File: src/rtl/bus_decoder.sv
// Address decoder and access sequencer: latches one request, decodes it to a
// region, drives that region's chip select for its wait time, then completes.
module bus_decoder #(
  parameter int unsigned                N_REGION     = 5,
  parameter int unsigned                ADDR_W       = 32,
  parameter int unsigned                DATA_W       = 32,
  parameter logic [N_REGION*ADDR_W-1:0] REGION_BASE  = {ADDR_W'(0), ADDR_W'(3), ADDR_W'(2),
                                                        ADDR_W'(1), ADDR_W'(0)},
  parameter logic [N_REGION*ADDR_W-1:0] REGION_LIMIT = {ADDR_W'(0), ADDR_W'(8), ADDR_W'(2),
                                                        ADDR_W'(1), ADDR_W'(0)},
  parameter logic [N_REGION*4-1:0]      REGION_WAIT  = {4'd2, 4'd1, 4'd0, 4'd0, 4'd0},
  parameter int unsigned                DEFAULT_EN   = 1,
  parameter int unsigned                DEFAULT_IDX  = 4
) (
  input  logic                       clk,
  input  logic                       rst,
  input  logic                       req,
  input  logic [ADDR_W-1:0]          addr,
  input  logic                       we,
  input  logic [DATA_W-1:0]          wdata,
  output logic                       busy,
  output logic                       ready,
  output logic                       err,
  output logic [DATA_W-1:0]          rdata,
  output logic [N_REGION-1:0]        cs,
  output logic [ADDR_W-1:0]          p_addr,
  output logic                       p_we,
  output logic [DATA_W-1:0]          p_wdata,
  input  logic [N_REGION*DATA_W-1:0] p_rdata
);

  localparam int unsigned SEL_W = (N_REGION > 1) ? $clog2(N_REGION) : 1;

  typedef enum logic [1:0] {S_IDLE, S_ACCESS, S_DONE, S_ERROR} state_t;

  state_t              r_state;
  logic [SEL_W-1:0]    r_sel;
  logic [3:0]          r_cnt;
  logic                r_busy;
  logic                r_ready;
  logic                r_err;
  logic [DATA_W-1:0]   r_rdata;
  logic [N_REGION-1:0] r_cs;
  logic [ADDR_W-1:0]   r_p_addr;
  logic                r_p_we;
  logic [DATA_W-1:0]   r_p_wdata;

  logic                w_hit;
  logic                w_go;
  logic [SEL_W-1:0]    w_sel;
  logic [3:0]          w_wait;
  logic [DATA_W-1:0]   w_rd_slice;

  // Lowest matching region wins; the default region only applies when nothing matched.
  always_comb begin
    w_hit = 1'b0;
    w_sel = '0;
    for (int unsigned i = 0; i < N_REGION; i++) begin
      if (!w_hit && (addr >= REGION_BASE[i*ADDR_W +: ADDR_W])
                 && (addr <= REGION_LIMIT[i*ADDR_W +: ADDR_W])) begin
        w_hit = 1'b1;
        w_sel = SEL_W'(i);
      end
    end
    w_go = w_hit;
    if (!w_hit && (DEFAULT_EN != 0)) begin
      w_go  = 1'b1;
      w_sel = SEL_W'(DEFAULT_IDX);
    end
    w_wait = REGION_WAIT[w_sel*4 +: 4];
  end

  assign w_rd_slice = p_rdata[r_sel*DATA_W +: DATA_W];

  always_ff @(posedge clk) begin
    if (rst) begin
      r_state   <= S_IDLE;
      r_sel     <= '0;
      r_cnt     <= '0;
      r_busy    <= 1'b0;
      r_ready   <= 1'b0;
      r_err     <= 1'b0;
      r_rdata   <= '0;
      r_cs      <= '0;
      r_p_addr  <= '0;
      r_p_we    <= 1'b0;
      r_p_wdata <= '0;
    end else begin
      r_ready <= 1'b0;
      r_err   <= 1'b0;
      case (r_state)
        S_IDLE: begin
          if (req) begin
            r_p_addr  <= addr;
            r_p_we    <= we;
            r_p_wdata <= wdata;
            r_busy    <= 1'b1;
            if (w_go) begin
              r_state <= S_ACCESS;
              r_sel   <= w_sel;
              r_cnt   <= w_wait;
              r_cs    <= {{(N_REGION-1){1'b0}}, 1'b1} << w_sel;
            end else begin
              r_state <= S_ERROR;
              r_ready <= 1'b1;
              r_err   <= 1'b1;
              r_rdata <= '0;
              r_cs    <= '0;
            end
          end
        end
        S_ACCESS: begin
          if (r_cnt == 4'd0) begin
            r_state <= S_DONE;
            r_cs    <= '0;
            r_ready <= 1'b1;
            if (!r_p_we) r_rdata <= w_rd_slice;
          end else begin
            r_cnt <= r_cnt - 4'd1;
          end
        end
        S_DONE: begin
          r_state <= S_IDLE;
          r_busy  <= 1'b0;
        end
        S_ERROR: begin
          r_state <= S_IDLE;
          r_busy  <= 1'b0;
        end
        default: begin
          r_state <= S_IDLE;
          r_busy  <= 1'b0;
          r_cs    <= '0;
        end
      endcase
    end
  end

  assign busy    = r_busy;
  assign ready   = r_ready;
  assign err     = r_err;
  assign rdata   = r_rdata;
  assign cs      = r_cs;
  assign p_addr  = r_p_addr;
  assign p_we    = r_p_we;
  assign p_wdata = r_p_wdata;

endmodule

File: config.mk
export PLATFORM = sky130hd
export DESIGN_NAME = bus_decoder
export DESIGN_NICKNAME = d
export VERILOG_FILES = /design/src/rtl/bus_decoder.sv
export SDC_FILE = /design/constraint.sdc
export NUM_CORES = 1
export LEC_CHECK = 0
export ABC_AREA = 1
export BUFFER_PORTS_ARGS = -buffer_cell sky130_fd_sc_hd__clkbuf_2
export CAP_MARGIN = 0
export CORE_MARGIN = 1.5
export CORE_UTILIZATION = 30
export DETAILED_ROUTE_END_ITERATION = 7
export GPL_ROUTABILITY_DRIVEN = 0
export SKIP_LAST_GASP = 1
export SLEW_MARGIN = 20
export SYNTH_ARGS = -nofsm -noshare
export SYNTH_HDL_FRONTEND = slang
export SYNTH_SLANG_ARGS = --single-unit
export TNS_END_PERCENT = 1
File: constraint.sdc
create_clock -name clk -period 1.3 [get_ports clk]
set_clock_uncertainty 0.1 [all_clocks]
set_input_delay 0.065 -clock clk [delete_from_list [all_inputs] [get_ports clk]]
set_output_delay 0.065 -clock clk [all_outputs]
set_load 0.05 [all_outputs]
Word-level counts from Yosys, hierarchy flattened. Index checks and enable logic that the tools add are counted.

Output and inout bits: 105. Flip-flop bits (word level): 113. Word-level logic and storage cells: 77.

Muxes and demuxes: 22. $add $sub $neg: 1. Shifts and indexed selects: 3. Equality and inequality tests: 6. Bitwise gates (word level): 2. $lt $le $gt $ge: 8. Reduce and logical (&&, ||, !) cells: 25.

Operator list (count): $shiftx 160x9->32 (1); $ge 32x1->1 const B (2); $ge 32x2->1 const B (2); $le 32x1->1 const B (2); $le 32x2->1 const B (1); $le 32x4->1 const B (1); $shiftx 20x6->4 const A (1); $mux 3 (4); $mux 5 (2); $pmux 5 s2 (1); $logic_and 1x1->1 (9); $reduce_and 3->1 (3); $mux 1 (8); $mux 4 (2); $pmux 4 s2 (1); $ne 2x2->1 const B (3); $pmux 2 s3 (1); $reduce_and 2->1 (3); $shl 1x3->5 const A (1); $eq 2x2->1 const B (2); $logic_not 1->1 (4); $logic_not 4->1 (1); $mux 2 (2); $reduce_bool 2->1 (2); other kinds (6) (8).

Depth between registers and ports, before layout.
Depth in word-level cells: 23. Mapped depth: 9. Mapped depth without buffers: 9.

Least setup slack after synthesis. Ideal clock, no wire load.

Path kind: flip-flop to flip-flop. Start: reg r_cnt[0]. End: reg r_rdata[13], in the netlist rdata[13]. Setup slack: -0.145 ns. Buffers on the path: 1. Stages on the path, launching flop included: 10. Data arrival time: 1.221 ns. Library setup time: 0.124 ns. Path through: dfxtp_1 -> inv_1 -> ha_1 -> nand3_2 -> inv_2 -> nand2_4 -> nor2_8 -> buf_4 -> o21ai_0 -> a31oi_1.

Word-level cells in the longest chain between the ends: 2.

RTL lines: from (decl) (line 38) `logic [3:0] r_cnt;`; from (signal assigned) (line 101) `r_cnt <= w_wait;`; from (signal assigned) (line 119) `r_cnt <= r_cnt - 4'd1;`; $logic_not 4->1 (line 113) `if (r_cnt == 4'd0) begin`; $reduce_and 3->1 (no line); to (signal assigned) (line 117) `if (!r_p_we) r_rdata <= w_rd_slice;`; to (decl) (line 42) `logic [DATA_W-1:0] r_rdata;`.

No other way between the ends. A chain may end at the register's enable or synchronous reset.

Worst setup path after layout.
Start: reg r_cnt[0]. End: reg r_rdata[0], in the netlist rdata[0].

Same word-level chain as after synthesis.

==> flow_metrics.env <==
export IMPL_ios=333
export IMPL_path_clk_slew_ps=50
export IMPL_rows=49
export IMPL_antenna_found_initial=0
export IMPL_grt_max_degree=36
export IMPL_cts_tree="done"
export IMPL_syn_area_um2=5530
export IMPL_drcViolationCount=0
export IMPL_avgViaCountPerCell=4.75
export IMPL_cp_max_fo=15
export IMPL_n_fill_cell=1630
export IMPL_final_util_pct=56.4
export IMPL_yosys_top_cells_count="nor2_1 (199), o21ai_0 (148), nand2_1 (132), dfxtp_1 (113), a31oi_1 (32)"
export IMPL_power_leakage_nw=4.93
export IMPL_clkPwrFrac_pct=37.1
export IMPL_min_period_over_period_pct=115
export IMPL_intPower_mw=8.42
export IMPL_power_frac_comb_pct=31.2
export IMPL_timing_final_hold_violations=0
export IMPL_drv_cap=0
export IMPL_rsz0062_at_grt="true"
export IMPL_outcome="finished with violations"
export IMPL_crit_path_end_kind="register"
export IMPL_cpMostUsedCell="inv_2"
export IMPL_finalPower_mw=12.7
export IMPL_setup_ws_ps=-192
export IMPL_syn_num_nets=1030
export IMPL_fmax_mhz=670
export IMPL_place_inst=1368
export IMPL_synthTopCellsByArea="dfxtp_1 (41%), nor2_1 (14%), o21ai_0 (13%)"
export IMPL_post_dp_cell_area_um2=7790
export IMPL_cpPeakStageDelay_ps=320
export IMPL_final_nets=1561
export IMPL_final_max_slew_violation_count=0
export IMPL_p_sw_share_pct=33.7
export IMPL_synth_most_common_cell="nor2_1"
export IMPL_cpLargestDelayFamily="flip-flops"
export IMPL_critical_path_slowest_cell="dfxtp_2"
export IMPL_core_um2=18000
export IMPL_multiInputGateArea_um2=2850
export IMPL_power_density_nw_per_um2=1250
export IMPL_synth_async_reset_ratio_pct=0
export IMPL_wl_per_cell_um=14.7
export IMPL_cts_path_max_buffers=2
export IMPL_dp_slack_ps=-196
export IMPL_dieArea_um2=19200
export IMPL_die_w_um=139
export IMPL_hold_path_class="input pin to register"
export IMPL_dr_total_vias=7465
export IMPL_yosysSeqAreaShare_pct=40.9
export IMPL_start_kind="register"
export IMPL_root_buffer="clkbuf_16"
export IMPL_fin_crit_ps=1490
export IMPL_diodes=0
export IMPL_seqPwrFrac_pct=31.7
export IMPL_synth_seq_cells=113
export IMPL_arrival_ps=1710
export IMPL_p_switching_mw=4.28
export IMPL_synth_top_area_share_pct=40.9
export IMPL_dp_hpwl_mm=15.8
export IMPL_routed_wl_mm=23.1
export IMPL_ys_types=31
export IMPL_grt_pass1_wl_mm=36.7
export IMPL_netlist_instances=801
export IMPL_h_tree_depth=4
export IMPL_drt_antenna_violating_nets=0
export IMPL_firstDrtPassIters=7
export IMPL_synth_flop_cell="dfxtp_1"
export IMPL_synth_edf_count=0
export IMPL_cp_data_required_time_ps=1520
export IMPL_initial_core_util_pct=30.7
export IMPL_grt_overflow_total=0
export IMPL_grt_usage_pct=23.7
export IMPL_cts_buffers=17
export IMPL_setup_viol=45
export IMPL_stdcell_area_um2=10200
export IMPL_dieHeight_um=139
export IMPL_grt_pass1_vias=7366
export IMPL_syn_to_final_growth_pct=84.0
export IMPL_vdd_drop_max_mv=0.939
export IMPL_crit_buf_inv=3
export IMPL_syn_mean_instance_area_um2=6.90
export IMPL_drive_above_1_share_pct=33.1
export IMPL_layout_cells_non_filler=1573
export IMPL_path_cells="inv_2 -> ha_4 -> nand3_4 -> inv_2 -> nand2_4 -> nor2_8 -> buf_12 -> o21ai_0 -> a31oi_1"
export IMPL_port_buffers=331
export IMPL_clkSinkCount=113
export IMPL_synth_top_area_cell="dfxtp_1"
export IMPL_clock_latency_ps=410
export IMPL_drt_iter0_drc=317
export IMPL_yosysWarnings=0
export IMPL_violations="negative setup slack"
export IMPL_crit_type="register to register"
export IMPL_seq_area_um2=2270
==> path summary, 6_finish.rpt <==
path,start,endpoint,slack [ps],cells past startpoint
setup / recovery,r_cnt[0],rdata[0],-190,9
hold reg to reg,p_addr[12],p_addr[12],350,2
hold / removal,p_rdata[69],rdata[5],20,5
setup reg to reg,r_cnt[0],rdata[0],-190,9
==> stage by stage <==
| stage | TNS (ps) | hold WS [ps] |
|---|---|---|
| 2_1_floorplan | -2740 | 75.4 |
| 3_3_place_gp | -4110 | 189 |
| 3_5_place_dp | -5040 | 195 |
| 4_1_cts | -5670 | 0.478 |
| 5_1_grt | -13220 | 32.7 |
| 6_report | -5190 | 18.2 |
==> state kept, by name, summed over array words and instances, names as in the netlist <==
signal and cells:
r_state 2, busy 1, ready 1, rdata 32, r_sel 3, p_wdata 32, r_cnt 4, p_addr 32
cs 5, p_we 1
==> timing repair <==
| action | 4_1_cts | 5_1_grt |
|---|---|---|
| pin swaps | 1 | 0 |
| endpoints found under the hold margin | 99 | 0 |
| resized for setup | 3 | 1 |
| setup endpoints to repair | 53 | 94 |
| hold buffers | 172 | 0 |
| buffers inserted | 1 | 0 |
| cloned | 1 | 0 |
==> routing by layer <==
layer | vias up | GRT usage (%) | wire, µm | share of wire [%]
li1 | 3746 | - | - | -
met5 | - | 0 | 0 | 0
met1 | 3317 | 27.7 | 9660 | 42
met3 | 77 | 6.60 | 1610 | 7.0
met2 | 325 | 39.7 | 10800 | 47
met4 | 0 | 12.0 | 1030 | 4.5
==> cells in the final DEF, fill, tap and decap left out, drive strengths merged, types with 10 or more instances in the layout <==
cell / instances
nand3: 10
buf: 61
a31oi: 32
dlygate4sd3: 172
clkbuf: 352
dfxtp: 113
a22o: 23
inv: 34
a21oi: 14
nor2: 202
o21ai: 174
nand2: 133
==> logic make-up (layout without fill, tap and decap cells) <==
logic type	Yosys count	count (layout)	share of synthesized area [%]
other	1	1	0.0679
buffers and inverters	86	629	7.92
AOI/OAI and AO/OA	243	243	24.5
and+or+nand+nor	357	357	26.4
adders and majority gates	1	1	0.226
DFF	113	113	40.9
==> worst reg2reg max path: stages (launching register included) <==
cell and delay [ps]:
dfxtp_2 320, inv_2 60, ha_4 140, nand3_4 60
inv_2 60, nand2_4 60, nor2_8 170, buf_12 170
o21ai_0 90, a31oi_1 170
==> cell type report <==
cell class	count	area share [%]
Clock buffer	21	4.53
Clock inverter	10	1.33
Inverter	34	1.28
Multi-Input combinational cell	602	28.0
Sequential cell	113	22.3
Tap cell	229	2.82
Timing Repair Buffer	564	39.7
==> power by group through the flow <==
stage / Clock (mW) / Combinational (mW) / Sequential [mW]
final: 4.72 / 3.96 / 4.03
after CTS: 4.84 / 3.93 / 4.02
after global routing: 4.99 / 4.25 / 4.06
after detailed placement: 0 / 3.46 / 4.09
after global placement: 0 / 3.45 / 4.09
after floorplan: 0 / 1.14 / 5.20
(Power assumes the default switching activity.)
